--- config.mk ---
export PLATFORM = sky130hd
export DESIGN_NAME = mem_port_arbiter_flat
export DESIGN_NICKNAME = d
export VERILOG_FILES = /design/src/rtl/mem_port_arbiter_if.sv /design/src/rtl/mem_port_arbiter.sv /design/src/flat_wrapper.sv
export SDC_FILE = /design/constraint.sdc
export NUM_CORES = 1
export LEC_CHECK = 0
export CAP_MARGIN = 25
export CORE_MARGIN = 2
export CORE_UTILIZATION = 37
export CTS_BUF_LIST = sky130_fd_sc_hd__clkbuf_16
export DETAILED_ROUTE_END_ITERATION = 7
export PLACE_DENSITY = 0.86
export SYNTH_ARGS = -nofsm -noshare
export SYNTH_HDL_FRONTEND = slang
export SYNTH_SLANG_ARGS = --single-unit
--- constraint.sdc ---
create_clock -name clk -period 3 [get_ports clk]
set_input_delay 0.6 -clock clk [delete_from_list [all_inputs] [get_ports clk]]
set_output_delay 0.6 -clock clk [all_outputs]
set_load 0.005 [all_outputs]
--- src/rtl/mem_port_arbiter_if.sv ---
// Request/grant/response bundle between fetch, data and ram sides of mem_port_arbiter.
// Debug requester signals exist only when MEM_ARB_DBG_EN is defined.
interface mem_port_arbiter_if #(
    parameter int ADDR_W = 14,
    parameter int DATA_W = 32
);
`ifdef MEM_ARB_DBG_EN
    logic              dbg_req;
    logic [ADDR_W-1:0] dbg_addr;
    logic [DATA_W-1:0] dbg_wdata;
    logic [1:0]        dbg_size;
    logic              dbg_gnt;
    logic              dbg_rvalid;
    logic [DATA_W-1:0] dbg_rdata;
`endif
    logic              if_req;
    logic [ADDR_W-1:0] if_addr;
    logic              if_gnt;
    logic              if_rvalid;
    logic [DATA_W-1:0] if_rdata;

    logic              d_req;
    logic [ADDR_W-1:0] d_addr;
    logic [DATA_W-1:0] d_wdata;
    logic [1:0]        d_size;
    logic              d_gnt;
    logic              d_rvalid;
    logic [DATA_W-1:0] d_rdata;

    logic [ADDR_W-1:0] m_addr;
    logic [DATA_W-1:0] m_wdata;
    logic [1:0]        m_size;
    logic [DATA_W-1:0] m_rdata;

    // Requesters and the ram together form the master side.
    modport master (
`ifdef MEM_ARB_DBG_EN
        output dbg_req, output dbg_addr, output dbg_wdata, output dbg_size,
        input  dbg_gnt, input  dbg_rvalid, input  dbg_rdata,
`endif
        output if_req, output if_addr,
        input  if_gnt, input  if_rvalid, input  if_rdata,
        output d_req, output d_addr, output d_wdata, output d_size,
        input  d_gnt, input  d_rvalid, input  d_rdata,
        input  m_addr, input  m_wdata, input  m_size,
        output m_rdata
    );

    modport slave (
`ifdef MEM_ARB_DBG_EN
        input  dbg_req, input  dbg_addr, input  dbg_wdata, input  dbg_size,
        output dbg_gnt, output dbg_rvalid, output dbg_rdata,
`endif
        input  if_req, input  if_addr,
        output if_gnt, output if_rvalid, output if_rdata,
        input  d_req, input  d_addr, input  d_wdata, input  d_size,
        output d_gnt, output d_rvalid, output d_rdata,
        output m_addr, output m_wdata, output m_size,
        input  m_rdata
    );
endinterface

--- src/rtl/mem_port_arbiter.sv ---
// Single-port ram arbiter for fetch and data requesters with a 2-stage response tag pipe.
// Define MEM_ARB_DBG_EN to add a debug requester with absolute priority.
module mem_port_arbiter #(
    parameter int ADDR_W     = 14,
    parameter int DATA_W     = 32,
    parameter int STARVE_MAX = 4
) (
    input  logic              clk,
    input  logic              resetn,
    mem_port_arbiter_if.slave bus
);

    localparam logic [3:0] STARVE_LIM = 4'(STARVE_MAX);

`ifdef MEM_ARB_DBG_EN
    typedef enum logic [1:0] {
        OWN_FETCH = 2'd0,
        OWN_DATA  = 2'd1,
        OWN_DBG   = 2'd2
    } owner_e;
`else
    typedef enum logic [0:0] {
        OWN_FETCH = 1'b0,
        OWN_DATA  = 1'b1
    } owner_e;
`endif

    typedef struct packed {
        logic   valid;
        owner_e owner;
        logic   is_load;
    } tag_t;

    logic              if_gnt;
    logic              d_gnt;
    logic              dbg_gnt;
    logic              fetch_wins;

    logic [3:0]        starve_cnt_q, starve_cnt_d;
    logic [ADDR_W-1:0] m_addr_q,     m_addr_d;
    logic [DATA_W-1:0] m_wdata_q,    m_wdata_d;
    logic [1:0]        m_size_q,     m_size_d;
    tag_t              tag0_q,       tag0_d;
    tag_t              tag1_q,       tag1_d;

    // Data normally wins; fetch wins only once data has starved it STARVE_MAX times.
    always_comb begin
        dbg_gnt = 1'b0;
`ifdef MEM_ARB_DBG_EN
        dbg_gnt = resetn && bus.dbg_req;
`endif
        fetch_wins = bus.if_req && (!bus.d_req || (starve_cnt_q == STARVE_LIM));
        if_gnt     = resetn && !dbg_gnt && fetch_wins;
        d_gnt      = resetn && !dbg_gnt && bus.d_req && !fetch_wins;
    end

    always_comb begin
        starve_cnt_d = starve_cnt_q;
        if (!resetn) begin
            starve_cnt_d = '0;
        end else if (dbg_gnt) begin
            starve_cnt_d = starve_cnt_q;
        end else if (!bus.if_req || if_gnt) begin
            starve_cnt_d = '0;
        end else if (d_gnt && (starve_cnt_q != STARVE_LIM)) begin
            starve_cnt_d = starve_cnt_q + 4'd1;
        end
    end

    // Register the granted request onto the ram port and tag its response slot.
    always_comb begin
        m_addr_d  = m_addr_q;
        m_wdata_d = m_wdata_q;
        m_size_d  = 2'b00;
        tag0_d    = '0;
        if (!resetn) begin
            m_addr_d  = '0;
            m_wdata_d = '0;
`ifdef MEM_ARB_DBG_EN
        end else if (dbg_gnt) begin
            m_addr_d       = bus.dbg_addr;
            m_wdata_d      = bus.dbg_wdata;
            m_size_d       = bus.dbg_size;
            tag0_d.valid   = 1'b1;
            tag0_d.owner   = OWN_DBG;
            tag0_d.is_load = (bus.dbg_size == 2'b00);
`endif
        end else if (d_gnt) begin
            m_addr_d       = bus.d_addr;
            m_wdata_d      = bus.d_wdata;
            m_size_d       = bus.d_size;
            tag0_d.valid   = 1'b1;
            tag0_d.owner   = OWN_DATA;
            tag0_d.is_load = (bus.d_size == 2'b00);
        end else if (if_gnt) begin
            m_addr_d       = bus.if_addr;
            tag0_d.valid   = 1'b1;
            tag0_d.owner   = OWN_FETCH;
            tag0_d.is_load = 1'b1;
        end
        tag1_d = resetn ? tag0_q : '0;
    end

    always_ff @(posedge clk) begin
        starve_cnt_q <= starve_cnt_d;
        m_addr_q     <= m_addr_d;
        m_wdata_q    <= m_wdata_d;
        m_size_q     <= m_size_d;
        tag0_q       <= tag0_d;
        tag1_q       <= tag1_d;
    end

    assign bus.if_gnt    = if_gnt;
    assign bus.d_gnt     = d_gnt;
    assign bus.if_rvalid = tag1_q.valid && (tag1_q.owner == OWN_FETCH);
    assign bus.d_rvalid  = tag1_q.valid && (tag1_q.owner == OWN_DATA) && tag1_q.is_load;
    assign bus.if_rdata  = bus.m_rdata;
    assign bus.d_rdata   = bus.m_rdata;
`ifdef MEM_ARB_DBG_EN
    assign bus.dbg_gnt    = dbg_gnt;
    assign bus.dbg_rvalid = tag1_q.valid && (tag1_q.owner == OWN_DBG) && tag1_q.is_load;
    assign bus.dbg_rdata  = bus.m_rdata;
`endif
    assign bus.m_addr    = m_addr_q;
    assign bus.m_wdata   = m_wdata_q;
    assign bus.m_size    = m_size_q;

endmodule

--- src/flat_wrapper.sv ---
// flat-port wrapper written by rule: the top's interface ports become plain ports
module mem_port_arbiter_flat 
#(
    parameter int ADDR_W     = 14,
    parameter int DATA_W     = 32,
    parameter int STARVE_MAX = 4
)
  (clk, resetn, bus_if_req, bus_if_addr, bus_if_gnt, bus_if_rvalid, bus_if_rdata, bus_d_req, bus_d_addr, bus_d_wdata, bus_d_size, bus_d_gnt, bus_d_rvalid, bus_d_rdata, bus_m_addr, bus_m_wdata, bus_m_size, bus_m_rdata);
  mem_port_arbiter_if #(.ADDR_W(ADDR_W), .DATA_W(DATA_W)) bus_i ();
  input  logic clk;
  input  logic resetn;
  input wire logic [$bits(bus_i.if_req)-1:0] bus_if_req;
  input wire logic [$bits(bus_i.if_addr)-1:0] bus_if_addr;
  output wire logic [$bits(bus_i.if_gnt)-1:0] bus_if_gnt;
  output wire logic [$bits(bus_i.if_rvalid)-1:0] bus_if_rvalid;
  output wire logic [$bits(bus_i.if_rdata)-1:0] bus_if_rdata;
  input wire logic [$bits(bus_i.d_req)-1:0] bus_d_req;
  input wire logic [$bits(bus_i.d_addr)-1:0] bus_d_addr;
  input wire logic [$bits(bus_i.d_wdata)-1:0] bus_d_wdata;
  input wire logic [$bits(bus_i.d_size)-1:0] bus_d_size;
  output wire logic [$bits(bus_i.d_gnt)-1:0] bus_d_gnt;
  output wire logic [$bits(bus_i.d_rvalid)-1:0] bus_d_rvalid;
  output wire logic [$bits(bus_i.d_rdata)-1:0] bus_d_rdata;
  output wire logic [$bits(bus_i.m_addr)-1:0] bus_m_addr;
  output wire logic [$bits(bus_i.m_wdata)-1:0] bus_m_wdata;
  output wire logic [$bits(bus_i.m_size)-1:0] bus_m_size;
  input wire logic [$bits(bus_i.m_rdata)-1:0] bus_m_rdata;
  assign bus_i.if_req = bus_if_req;
  assign bus_i.if_addr = bus_if_addr;
  assign bus_if_gnt = bus_i.if_gnt;
  assign bus_if_rvalid = bus_i.if_rvalid;
  assign bus_if_rdata = bus_i.if_rdata;
  assign bus_i.d_req = bus_d_req;
  assign bus_i.d_addr = bus_d_addr;
  assign bus_i.d_wdata = bus_d_wdata;
  assign bus_i.d_size = bus_d_size;
  assign bus_d_gnt = bus_i.d_gnt;
  assign bus_d_rvalid = bus_i.d_rvalid;
  assign bus_d_rdata = bus_i.d_rdata;
  assign bus_m_addr = bus_i.m_addr;
  assign bus_m_wdata = bus_i.m_wdata;
  assign bus_m_size = bus_i.m_size;
  assign bus_i.m_rdata = bus_m_rdata;
  mem_port_arbiter #(.ADDR_W(ADDR_W), .DATA_W(DATA_W), .STARVE_MAX(STARVE_MAX)) u_core (.clk(clk), .resetn(resetn), .bus(bus_i));
endmodule
# Word level (Yosys, flattened, before mapping)
# Cells that the tools add are included.
[op_classes]
order_cmp = 0
shift = 0
div_mod_pow = 0
n_reduce_logical = 17
mux = 4
bitwise_logic = 2
add_sub_neg = 1
mul = 0
eq_ne = 2
[op_table]
columns = ["operator", "count"]
rows = [
  ["$mux 14", 2],
  ["$logic_and 1x1->1", 8],
  ["$mux 3", 2],
  ["$add 4x1->4 const B", 1],
  ["$eq 4x3->1 const B", 1],
  ["$ne 4x3->1 const B", 1],
  ["$logic_not 1->1", 3],
  ["$logic_not 2->1", 1],
  ["$logic_or 1x1->1", 2],
  ["$not 1->1", 2],
  ["$reduce_and 2->1", 1],
  ["$reduce_bool 2->1", 1],
  ["$reduce_or 2->1", 1],
]
[totals]
word_cells = 36
mem_count = 0
input_bits = 98
ram_bits = 0
register_bits = 58
rom_bits = 0
latch_bits = 0

# Depth between registers and ports, before layout
[depth]
depth_word = 6
depth_mapped = 7
mapped_depth_nobuf = 5

# Worst setup path before layout
# Ideal clock, no wire load.
[synth_timing]
path_type = "input-to-output"
startpoint = "input port resetn"
endpoint = "output port bus_if_gnt"
arrival_time_ns = 1.253
path_stages = 4
n_path_buf = 2
slack_ns = 1.147
cell_sequence = "buf_2 > clkbuf_1 > nand2_1 > a21oi_1"
[synth_via]
elab_chain_cells = 1
[synth_rtl]
columns = ["item", "line_no", "source"]
rows = [
  ["from (decl)", "flat_wrapper.sv:11", "input logic resetn;"],
  ["$logic_and 1x1->1", "mem_port_arbiter.sv:53", "if_gnt = resetn && !dbg_gnt && fetch_wins;"],
  ["to (decl)", "flat_wrapper.sv:14", "output wire logic [$bits(bus_i.if_gnt)-1:0] bus_if_gnt;"],
]
# No other way between the ends.

# Worst setup path in the final report
[layout_timing]
startpoint = "input port bus_if_req"
endpoint = "output port bus_d_gnt"
[layout_via]
elab_chain_cells = 3
[layout_rtl]
columns = ["item", "line_no", "source"]
rows = [
  ["from (decl)", "flat_wrapper.sv:12", "input wire logic [$bits(bus_i.if_req)-1:0] bus_if_req;"],
  ["$logic_and 1x1->1", "mem_port_arbiter.sv:52", "fetch_wins = bus.if_req && (!bus.d_req || (starve_cnt_q == STARVE_LIM));"],
  ["$logic_not 1->1", "mem_port_arbiter.sv:54", "d_gnt = resetn && !dbg_gnt && bus.d_req && !fetch_wins;"],
  ["$logic_and 1x1->1", "mem_port_arbiter.sv:54", ""],
  ["to (decl)", "flat_wrapper.sv:21", "output wire logic [$bits(bus_i.d_gnt)-1:0] bus_d_gnt;"],
]
# No other way between the ends.

==> key figures <==
Cells and area
  • Area delta synth->final: 32.9%
  • Final core occ: 0.505
  • Most frequent cells in the layout: 116 x clkdlybuf4s50_1, 59 x nand3_1, 58 x dfxtp_1
  • Layout net count: 479
  • Most common cell after layout, fill and taps aside: clkdlybuf4s50_1
  • Layout cells sized above 1: 0.0653
  • Antenna Cells: 0

Drt
  • Initial DRT Pass Iterations: 4
  • DR WL/cell: 14.9 µm
  • Vias per Instance: 5.09
  • DRC errors left: 0
  • Antenna-violating nets left: 0
  • Routed vias: 2471
  • Drt initial violations: 112
  • DRT Wirelength: 7.22 mm

Yosys
  • Seq/Total Area, Yosys: 0.398
  • Synthesis-stage register bit count: 58
  • Synth cell types: 35
  • Synth Warn #: 0
  • Post-Syn Nets: 433
  • Area leader, netlist: dfxtp_1
  • Top-area cell type share of the netlist area: 0.398
  • Post-Syn Area: 2920 µm²
  • Gate Count Post-Synth: 333
  • Largest cells by area after synthesis: dfxtp_1 40%, buf_4 17%, nand3_1 10%
  • Avg Synthesized Cell Area: 8.77 µm²

Clock network
  • Post-CTS setup buffer count: 0
  • # H-tree levels: 3
  • Clock transition at the registers of the reported paths: 50 ps
  • Clk_lat worst skew: 310 ps
  • CTS buffer count: 9
  • # resized after CTS: 0
  • CTS tree: built
  • Clk buf depth: 2
  • CTS Sinks: 58
  • Clock Root Buffer: clkbuf_16
  • Post-CTS Hold Buffers: 0

Floorplanning
  • Site Rows: 32
  • Initial Util: 0.380
  • Core area: 7690 µm²
  • Die area: 8620 µm²
  • Die span in x: 92.8 µm
  • Die Ht: 92.8 µm
  • Ports: 214

Timing
  • Worst Tran Pin Value: 514 ps
  • Skew final: 5.78 ps
  • Worst slew margin: 0.658
  • Pins Over Slew Limit: 0
  • RSZ-0062 raised after global routing: no
  • Final WS setup: 387 ps
  • Final hold vios: 0
  • Final worst path period need: 2610 ps
  • Setup TNS: 0 ps
  • Max Fclk: 0.383 GHz
  • Number of endpoints failing setup at the final stage: 0
  • Period utilisation layout: 0.871

Setup path
  • Worst Setup Start Kind: primary input
  • CP top delay family: buffers and inverters
  • CP Data Required Time: 2400 ps
  • Critical Path Fanout Max: 6
  • Stages on worst setup path: 4
  • Worst r2r path cells: 6
  • R2R Setup Slk: 1280 ps
  • Setup crit end kind: output pin
  • Buf/Inv on CP: 2
  • Slowest cell on crit path: clkdlybuf4s50_1
  • Crit path kind: in2out
  • CP peak stage delay: 510 ps
  • CP cell instances: clkdlybuf4s50_1, and4b_1, nor2_4, clkdlybuf4s50_1
  • CP Data Arrival Time: 2010 ps
  • CP dominant cell by count: clkdlybuf4s50_1

Global route
  • Gr ovfl total: 0
  • Initial antenna violation count: 0
  • Vias in the first global route: 2436
  • Largest net degree at the start of global routing: 48
  • First-pass GRT wire length: 11.4 mm
  • Overall routing resource usage: 0.167

Outcome
  • Status: complete, no violations

Placement
  • Dpl hpwl: 5.04 mm
  • Port bufs: 117
  • Placer Congestion: 0.789
  • Place WS: 406 ps

Power and ir drop
  • PD cells: 533 nW/µm²
  • Maximum vdd drop: 0.000337 V
  • Leakage: 1.41 nW

Min path
  • Hold Path Stages: 1
  • Hold Path Class: reg2reg

Flow run
  • Max Cap Violations: 0
[cells in the mapped netlist]
library cell / instances
nand2_4: 1
nand2_1: 14
clkbuf_2: 2
buf_4: 67
o211ai_1: 13
and2_4: 1
o21ai_0: 32
nand4_1: 1
buf_6: 6
nand3b_1: 1
nor3b_1: 1
xor2_1: 1
nor2_4: 1
a21oi_1: 1
and3_1: 3
nor2b_1: 1
ha_1: 2
and4b_1: 1
buf_2: 7
nor2_1: 5
or3_1: 1
dfxtp_1: 58
and2_1: 3
a21boi_0: 14
o311a_1: 1
o21ai_2: 1
nand4b_1: 1
inv_2: 1
xnor2_1: 1
clkbuf_1: 6
a21boi_1: 19
inv_1: 3
nand3_1: 59
buf_8: 2
o21a_1: 2
[worst reg2reg max path: cells and delay by family (launching register included)]
family                   cells  cell delay (ps)
adder cells (fa/ha/maj)      1              230
AO/OA/AOI/OAI                1              130
AND/OR/NAND/NOR              2              580
flip-flops                   1              360
buffers and inverters        2              310
[cells by family after synthesis]
| family | count (synthesis) | share of synthesized area |
|---|---|---|
| AO/OA/AOI/OAI | 83 | 0.186 |
| XOR/XNOR | 2 | 0.00600 |
| adder cells (fa/ha/maj) | 2 | 0.00857 |
| buffers and inverters | 94 | 0.234 |
| flip-flops | 58 | 0.398 |
| AND/OR/NAND/NOR | 94 | 0.167 |
[layout make-up]
class / count / area [µm²]
clock buffer: 9 / 225
clock inverter: 6 / 50.0
fill: 739 / 3810
inverter: 4 / 15.0
multi-input combinational: 181 / 1070
sequential: 58 / 1160
tap: 102 / 128
timing repair buffer: 125 / 1230
[final timing paths]
check | end | startpoint
worst max-delay path | bus_d_gnt | bus_if_req
worst min-delay path | u_core.tag1_q[0] | u_core.tag0_q[0]
worst max register to register | u_core.bus.m_addr[13] | u_core.starve_cnt_q[0]
worst min register to register | u_core.tag1_q[0] | u_core.tag0_q[0]
[flip-flops by register name, summed over array words and instances (netlist names)]
name	count
u_core.bus.m_addr	14
u_core.tag0_q	3
u_core.starve_cnt_q	4
u_core.bus.m_size	2
u_core.tag1_q	3
u_core.bus.m_wdata	32
[metrics by stage]
stage / hold WS (ps) / power, mW / cell area, µm² / cells
floorplan: 412 / 1.03 / 2920 / 333
global placement: 415 / 1.14 / 3600 / 470
detailed placement: 421 / 1.15 / 3600 / 470
CTS: 431 / 2.10 / 3880 / 485
global route: 441 / 2.17 / 3880 / 485
finish: 432 / 2.07 / 3880 / 485
[metal layers]
layer | part of all wire | routed length [µm] | GRT usage | up-vias
li1 | - | - | - | 1175
met1 | 0.41 | 2960 | 0.184 | 1148
met2 | 0.47 | 3400 | 0.282 | 135
met3 | 0.11 | 768 | 0.0781 | 13
met4 | 0.012 | 88 | 0.0564 | 0
met5 | 0 | 0 | 0 | -
[power breakdown]
group,internal (mW),switching (mW),total (mW)
registers,0.819,0.0208,0.840
logic,0.187,0.105,0.292
clock network,0.622,0.314,0.936
total,1.63,0.439,2.07
No activity file was read; power rests on OpenSTA's default activity.
